[config.mk]
export PLATFORM = sky130hd
export DESIGN_NAME = pipe_stage_reg
export DESIGN_NICKNAME = d
export VERILOG_FILES = /design/src/rtl/pipe_stage_reg_pkg.sv /design/src/rtl/pipe_skid_entry.sv /design/src/rtl/pipe_stage_reg.sv
export SDC_FILE = /design/constraint.sdc
export NUM_CORES = 1
export LEC_CHECK = 0
export BUFFER_PORTS_ARGS = -buffer_cell sky130_fd_sc_hd__buf_2
export CAP_MARGIN = 0
export CORE_UTILIZATION = 40
export DETAILED_ROUTE_END_ITERATION = 8
export PLACE_DENSITY = 0.65
export SETUP_SLACK_MARGIN = 0.1
export SLEW_MARGIN = 20
export SYNTH_ARGS = -nofsm -noshare
export SYNTH_HDL_FRONTEND = slang
export SYNTH_SLANG_ARGS = --single-unit
[constraint.sdc]
create_clock -name clk -period 2.88 [get_ports clk]
set_input_delay 0.288 -clock clk [delete_from_list [all_inputs] [get_ports clk]]
set_output_delay 0.288 -clock clk [all_outputs]
set_load 0.03 [all_outputs]
[src/rtl/pipe_stage_reg_pkg.sv]
// Shared control encodings and per-stage bubble payloads for the pipeline stage registers.
package pipe_stage_reg_pkg;

  localparam int CTRL_W = 3;

  typedef enum logic [CTRL_W-1:0] {
    CTRL_DEFAULT = 3'd0,
    CTRL_STALLED = 3'd1,
    CTRL_BUBBLE  = 3'd2,
    CTRL_FLUSH   = 3'd3
  } ctrl_e;

  // Packed addi x0,x0,0 used as the ID/EX bubble payload.
  localparam logic [31:0] ID_EX_NOP_PAYLOAD = 32'h0000_0013;

  // Any encoding outside the known set is safest treated as a flush.
  function automatic ctrl_e decode_ctrl(input logic [CTRL_W-1:0] raw);
    case (raw)
      3'd0:    return CTRL_DEFAULT;
      3'd1:    return CTRL_STALLED;
      3'd2:    return CTRL_BUBBLE;
      default: return CTRL_FLUSH;
    endcase
  endfunction

endpackage

[src/rtl/pipe_skid_entry.sv]
// One pipeline slot: valid flag plus payload and PC, with set / drop / clear controls.
module pipe_skid_entry #(
  parameter int                DATA_W   = 128,
  parameter int                ADDR_W   = 64,
  parameter logic [DATA_W-1:0] CLR_DATA = {DATA_W{1'b0}}
) (
  input  logic              clk,
  input  logic              rst_n,
  input  logic              set_i,
  input  logic              drop_i,
  input  logic              clear_i,
  input  logic [DATA_W-1:0] data_i,
  input  logic [ADDR_W-1:0] pc_i,
  output logic              valid_o,
  output logic [DATA_W-1:0] data_o,
  output logic [ADDR_W-1:0] pc_o
);

  logic              valid_q, valid_d;
  logic [DATA_W-1:0] data_q, data_d;
  logic [ADDR_W-1:0] pc_q, pc_d;

  // Drop keeps the old payload visible; only clear restores the idle payload.
  always_comb begin
    valid_d = valid_q;
    data_d  = data_q;
    pc_d    = pc_q;
    if (clear_i) begin
      valid_d = 1'b0;
      data_d  = CLR_DATA;
      pc_d    = '0;
    end else if (set_i) begin
      valid_d = 1'b1;
      data_d  = data_i;
      pc_d    = pc_i;
    end else if (drop_i) begin
      valid_d = 1'b0;
    end
  end

  always_ff @(posedge clk or negedge rst_n) begin
    if (!rst_n) begin
      valid_q <= 1'b0;
      data_q  <= CLR_DATA;
      pc_q    <= '0;
    end else begin
      valid_q <= valid_d;
      data_q  <= data_d;
      pc_q    <= pc_d;
    end
  end

  assign valid_o = valid_q;
  assign data_o  = data_q;
  assign pc_o    = pc_q;

endmodule

[src/rtl/pipe_stage_reg.sv]
// Inter-stage pipeline register: main slot plus skid slot, registered upstream ready,
// Default/Stalled/Bubble/Flush control and a saturating stall-cycle counter.
module pipe_stage_reg
  import pipe_stage_reg_pkg::*;
#(
  parameter int                DATA_W      = 128,
  parameter int                ADDR_W      = 64,
  parameter logic [DATA_W-1:0] BUBBLE_DATA = {DATA_W{1'b0}},
  parameter int                CNT_W       = 16
) (
  input  logic              clk,
  input  logic              rst,
  input  logic [CTRL_W-1:0] ctrl_signal_i,
  input  logic              in_valid_i,
  output logic              in_ready_o,
  input  logic [DATA_W-1:0] in_data_i,
  input  logic [ADDR_W-1:0] in_pc_i,
  output logic              out_valid_o,
  input  logic              out_ready_i,
  output logic [DATA_W-1:0] out_data_o,
  output logic [ADDR_W-1:0] out_pc_o,
  output logic [CNT_W-1:0]  stall_cnt_o
);

  ctrl_e             mode;
  logic              main_v, skid_v;
  logic [DATA_W-1:0] main_data, skid_data;
  logic [ADDR_W-1:0] main_pc, skid_pc;
  logic              drain, main_free, in_xfer;
  logic              main_set, main_drop, skid_set, skid_drop, flush;
  logic [DATA_W-1:0] main_din;
  logic [ADDR_W-1:0] main_pcin;
  logic              skid_v_d;
  logic              in_ready_q;
  logic [CNT_W-1:0]  stall_cnt_q, stall_cnt_d;

  assign mode      = decode_ctrl(ctrl_signal_i);
  assign drain     = main_v & out_ready_i & ((mode == CTRL_DEFAULT) | (mode == CTRL_BUBBLE));
  assign main_free = ~main_v | drain;
  assign in_xfer   = in_valid_i & in_ready_q & ((mode == CTRL_DEFAULT) | (mode == CTRL_STALLED));

  always_comb begin
    main_set  = 1'b0;
    main_drop = 1'b0;
    skid_set  = 1'b0;
    skid_drop = 1'b0;
    flush     = 1'b0;
    main_din  = in_data_i;
    main_pcin = in_pc_i;
    case (mode)
      CTRL_DEFAULT: begin
        // The skid slot always holds the older payload, so it refills main first.
        if (skid_v) begin
          if (main_free) begin
            main_set  = 1'b1;
            main_din  = skid_data;
            main_pcin = skid_pc;
            skid_drop = 1'b1;
          end
        end else if (main_free) begin
          if (in_xfer) main_set = 1'b1;
          else         main_drop = 1'b1;
        end else if (in_xfer) begin
          skid_set = 1'b1;
        end
      end
      CTRL_STALLED: skid_set = in_xfer;
      CTRL_BUBBLE: begin
        if (main_free) begin
          main_set = 1'b1;
          main_din = BUBBLE_DATA;
        end
      end
      default: flush = 1'b1;
    endcase
  end

  assign skid_v_d = skid_set | (skid_v & ~skid_drop & ~flush);

  always_comb begin
    stall_cnt_d = '0;
    if (mode == CTRL_STALLED)
      stall_cnt_d = (&stall_cnt_q) ? stall_cnt_q : stall_cnt_q + 1'b1;
  end

  always_ff @(posedge clk or negedge rst) begin
    if (!rst) begin
      in_ready_q  <= 1'b1;
      stall_cnt_q <= '0;
    end else begin
      in_ready_q  <= ~skid_v_d;
      stall_cnt_q <= stall_cnt_d;
    end
  end

  pipe_skid_entry #(
    .DATA_W  (DATA_W),
    .ADDR_W  (ADDR_W),
    .CLR_DATA(BUBBLE_DATA)
  ) u_main (
    .clk    (clk),
    .rst_n  (rst),
    .set_i  (main_set),
    .drop_i (main_drop),
    .clear_i(flush),
    .data_i (main_din),
    .pc_i   (main_pcin),
    .valid_o(main_v),
    .data_o (main_data),
    .pc_o   (main_pc)
  );

  pipe_skid_entry #(
    .DATA_W  (DATA_W),
    .ADDR_W  (ADDR_W),
    .CLR_DATA({DATA_W{1'b0}})
  ) u_skid (
    .clk    (clk),
    .rst_n  (rst),
    .set_i  (skid_set),
    .drop_i (skid_drop),
    .clear_i(flush),
    .data_i (in_data_i),
    .pc_i   (in_pc_i),
    .valid_o(skid_v),
    .data_o (skid_data),
    .pc_o   (skid_pc)
  );

  assign in_ready_o  = in_ready_q;
  assign out_valid_o = main_v;
  assign out_data_o  = main_data;
  assign out_pc_o    = main_pc;
  assign stall_cnt_o = stall_cnt_q;

endmodule
Word-level counts from Yosys, hierarchy flattened
Cells that the tools add are included.

cells by class
  equality and inequality tests = 9
  bitwise gates (word level) = 13
  add/subtract/negate cells = 1
  reduce and logical (&&, ||, !) cells = 4
  muxes and demuxes = 38

operators by type and width
  operator               number
  $mux 128               7
  $mux 64                7
  $pmux 128 s2           1
  $mux 16                2
  $mux 1                 18
  $add 16x1->16 const B  1
  $reduce_and 16->1      1
  $and 1x1->1            6
  $eq 3x1->1 const B     2
  $eq 3x2->1 const B     2
  $logic_not 3->1        2
  $ne 3x1->1 const B     2
  $pmux 2 s3             1
  $ne 2x1->1 const B     2
  $or 1x1->1             4
  $pmux 1 s2             2
  $not 1->1              3
  $reduce_or 3->1        1
  $ne 2x2->1 const B     1

storage, ports and cells
  bits of input ports = 199
  output and inout port bits = 210
  register bits = 403
  logic and storage cells = 73

Longest topological paths before layout
  depth in word-level cells = 14
  mapped depth = 8
  depth with buffers taken out = 5

Modules after synthesis
Synthesis repeated with hierarchy kept, for this count alone.

unflattened totals
  cell total of the unflattened synthesis = 1590
  area, all modules = 18948.2 µm²

by module, submodules not included
  module           instances  area each (µm²)  cells an instance
  pipe_skid_entry  2          7940.1           623
  pipe_stage_reg   1          3067.9           344

Worst setup path after synthesis
OpenSTA, ideal clock, no wires.

  kind = flip-flop to flip-flop
  from = register stall_cnt_q[0] (netlist: stall_cnt_o[0])
  to = register stall_cnt_q[14] (netlist: stall_cnt_o[14])
  library setup time = 0.146 ns
  period minus slack after synthesis = 2.009 ns
  path slack = 0.871 ns
  arrival = 1.863 ns
  cell stages (with the launch flop) = 6
  cell sequence = dfrtp_1 > ha_1 > nand3_1 > or4_1 > nor3_1 > a211oi_1

between the ends
  longest elaborated chain between the ends = 3
  elaborated cells on any way between the ends = 5

RTL lines
  item                      line                  text
  start: declaration        pipe_stage_reg.sv:35  logic [CNT_W-1:0] stall_cnt_q, stall_cnt_d;
  start signal: assignment  pipe_stage_reg.sv:92  stall_cnt_q <= stall_cnt_d;
  $add 16x1->16             pipe_stage_reg.sv:83  stall_cnt_d = (&stall_cnt_q) ? stall_cnt_q : stall_cnt_q + 1'b1;
  $mux 16                   pipe_stage_reg.sv:83
  $mux 16                   pipe_stage_reg.sv:82  if (mode == CTRL_STALLED)

Parallel ways exist; a longest one is shown, timed or not. The select of a mux whose other input is x is not followed.
A chain may end at the register's enable or synchronous reset.

Worst setup path after layout
  from = register u_skid.valid_q (netlist: u_skid.valid_o)
  to = register u_main.data_q[10] (netlist: u_main.data_o[10])

between the ends
  longest elaborated chain between the ends = 4
  elaborated cells on any way between the ends = 7

RTL lines
  item                      line                   text
  start: declaration        pipe_skid_entry.sv:19  logic valid_q, valid_d;
  start signal: assignment  pipe_skid_entry.sv:47  valid_q <= valid_d;
  $mux 128                  pipe_stage_reg.sv:53   if (skid_v) begin
  $pmux 128 s2              pipe_stage_reg.sv:50   case (mode)
  $mux 128                  pipe_skid_entry.sv:32  end else if (set_i) begin
  $mux 128                  pipe_skid_entry.sv:28  if (clear_i) begin
  end signal: assignment    pipe_skid_entry.sv:48  data_q <= data_d;
  end: declaration          pipe_skid_entry.sv:20  logic [DATA_W-1:0] data_q, data_d;

Parallel ways exist; a longest one is shown, timed or not. The select of a mux whose other input is x is not followed.

==> results.md <==
- Final period utilization: 81.4%
- Hold Path Sink: u_skid.data_o[33]
- Worst path slowest cell: or3_4
- Max Freq: 426 MHz
- Detailed-placement wirelength estimate: 31100 um
- Syn-to-layout area delta: 34.6%
- Worst R2R Path Depth: 6
- Slew margin rel.: 36.0%
- Clk root buf: clkbuf_16
- Cell variety after synth: 40
- Reg clk slew, reported paths: 0.06 ns
- Startpoint Class: flip-flop
- Final hold vios: 0
- Total number of vias: 15400
- Hold Path Class: primary input to flip-flop
- Cell family with most CP delay: simple AND/OR/NAND/NOR gates
- Critical setup path kind: flip-flop to flip-flop
- WP data required: 3.35 ns
- Cts repair resizes: 0
- Buf+Inv Stages, Crit Path: 2
- Layout cells sized above 1: 22.8%
- Total DRC errors in the routed layout: 0
- Pwr per Cell Area: 580 nW/um^2
- Dpl cells: 2654
- IO Pins: 409
- Worst Tran Pin Value: 0.961 ns
- R2R Setup Slk: 0.54 ns
- CTS tree: built
- Die X: 212 um
- Leak: 0.0120 uW
- Post-synth ARST share: 100%
- Tmin final: 2.34 ns
- Finished Cell Area: 23700 sq um
- Post-synthesis sequential area ratio: 57.4%
- Vias in the first global route: 15100
- Crit path largest cell delay: 0.63 ns
- IO Port Bufs: 408
- Antenna-violating nets left: 0
- GRT Residual Overflow: 0
- Post-CTS Hold Buffers: 189
- Die area: 44800 sq um
- RSZ-0062 raised after global routing: false
- Effective utilization at floorplan: 40.7%
- CTS buffer count: 45
- 1st-pass router iterations: 6
- Most common cell after layout, fill and taps aside: buf_2
- Clk_lat worst skew: 0.57 ns
- Final setup fails: 0
- H-tree levels: 2
- Clock buffer depth: 3
- Core Area: 43200 sq um
- Hold_sp: in_data_i[33]
- CP endpoint kind: flip-flop
- RD Place Congestion: 0.849
- Pre-CTS setup slack: 0.527 ns
- Row count: 76
- Largest net degree at the start of global routing: 185
- Die H: 212 um
- Non-filler instance count after layout: 2924
- Setup Buffers After CTS: 0
- Peak VDD IR: 429 uV
- Maximum capacitance violations: 0
- CP cell instances: nor2_1 -> buf_4 -> or3_4 -> buf_4 -> a22oi_1 -> o21ai_0
- Clock sink count: 403
- Setup ws final: 0.535 ns
- Max-slew violations: 0
- DRT iter0 DRCs: 1314
- Hold depth: 3
- Net count after synthesis: 1970
- Mean post-synth cell area: 9.93 sq um
- Yosys reg bits: 403
- Setup TNS: 0 ns
- Final WL: 50700 um
- Outcome: finished, final reports clean
- Yosys warnings: 0
- Worst EP arrival: 2.82 ns
- Synthesized area: 17600 sq um
- Worst r2r dst: u_main.data_o[10]
- Overall Global Routing Usage: 22.4%
- Synth Instances: 1770
- CP Max Fanout: 56
- Vias per inst: 5.27
- Global-route wire length before repair: 80600 um
- Post-synth EDFFs: 0
- Drt wl/cell: 17.3 um
- RR Startpoint: u_skid.valid_o
- Nets: 2505
- Most frequent cells in the layout: buf_2 (407), dfrtp_1 (402), nand3_1 (356)
- Top cell by count, worst path: buf_4
- Final Skew: 0.0130 ns
- Initial antenna violation count: 5
- Main synth FF type: dfrtp_1
- Dpl cell area: 20300 sq um
-- synthesized netlist by cell type, drive strengths merged (2+ instances only) --
| library cell | number | area, sq um |
|---|---|---|
| dfrtp | 402 | 10100 |
| nand3 | 356 | 1780 |
| o21ai | 334 | 1670 |
| inv | 146 | 548 |
| a22oi | 120 | 901 |
| mux2i | 114 | 1140 |
| buf | 80 | 457 |
| clkbuf | 79 | 297 |
| nor2 | 58 | 218 |
| nand2 | 22 | 82.6 |
| a211oi | 7 | 52.6 |
| a21oi | 7 | 35.0 |
| nor3 | 7 | 35.0 |
| a31oi | 6 | 37.5 |
| nor4 | 5 | 31.3 |
| or3 | 3 | 18.8 |
| and3 | 2 | 12.5 |
| nand4 | 2 | 12.5 |
| o41ai | 2 | 17.5 |
| or4 | 2 | 15.0 |
-- cell families after synthesis --
family	synth area share, %
fa+ha+maj	0.0712
flops	57.4
compound gates	15.8
mux	6.49
buf+inv	7.40
simple gates	12.9
-- layout make-up --
type	count	area (sq um)
well taps	585	732
multi-input cells	1062	6240
diodes	4	10.0
flip-flops and latches	403	10100
inverters	146	548
clock inverters	9	145
repair buffers	647	4540
clock buffers	68	1340
fillers	3746	19500
-- registers in the layout (all words and copies together) (netlist names) --
register        flops
u_main.pc_o        64
u_skid.pc_o        64
u_skid.valid_o      1
u_main.valid_o      1
u_skid.data_o     128
u_main.data_o     128
stall_cnt_o        16
in_ready_o          1
-- where the power goes --
part	internal, uW	total (uW)	switching [uW]
clock	3550	5850	2300
combinational	647	1800	1150
sequential	5910	6060	146
-- tightest hold or removal path: stages --
cell and delay (ns):
buf_2 0.11, inv_1 0.04, o21ai_0 0.08
-- metal layers --
metal / GRT usage, % / wire, um / part of all wire, %
met1: 29.3 / 21600 / 43
met2: 36.0 / 24200 / 48
met3: 5.36 / 3330 / 6.6
met4: 8.15 / 1550 / 3.1
met5: 0 / 13 / 0.026
-- worst max path at each step --
stage | cells after the start | slack [ns] | from | to
2_1_floorplan | 5 | 0.87 | stall_cnt_o[0] | stall_cnt_o[14]
3_3_place_gp | 7 | 0.59 | ctrl_signal_i[1] | u_main.data_o[11]
3_5_place_dp | 7 | 0.53 | ctrl_signal_i[1] | u_main.data_o[8]
4_1_cts | 6 | 0.55 | u_skid.valid_o | u_main.data_o[10]
5_1_grt | 6 | 0.38 | u_skid.valid_o | u_main.data_o[11]
6_report | 6 | 0.54 | u_skid.valid_o | u_main.data_o[10]
-- per-stage QoR --
stage,total power [uW],hold WS [ns],util [%]
floorplan,7030,-0.00759,-
global placement,7720,0.323,46.9
detailed placement,7750,0.315,46.9
CTS,13800,0.000334,54.8
global route,14300,0.00552,54.8
finish,13700,0.0219,54.8
Note: power is estimated with default switching activity, not from simulation.
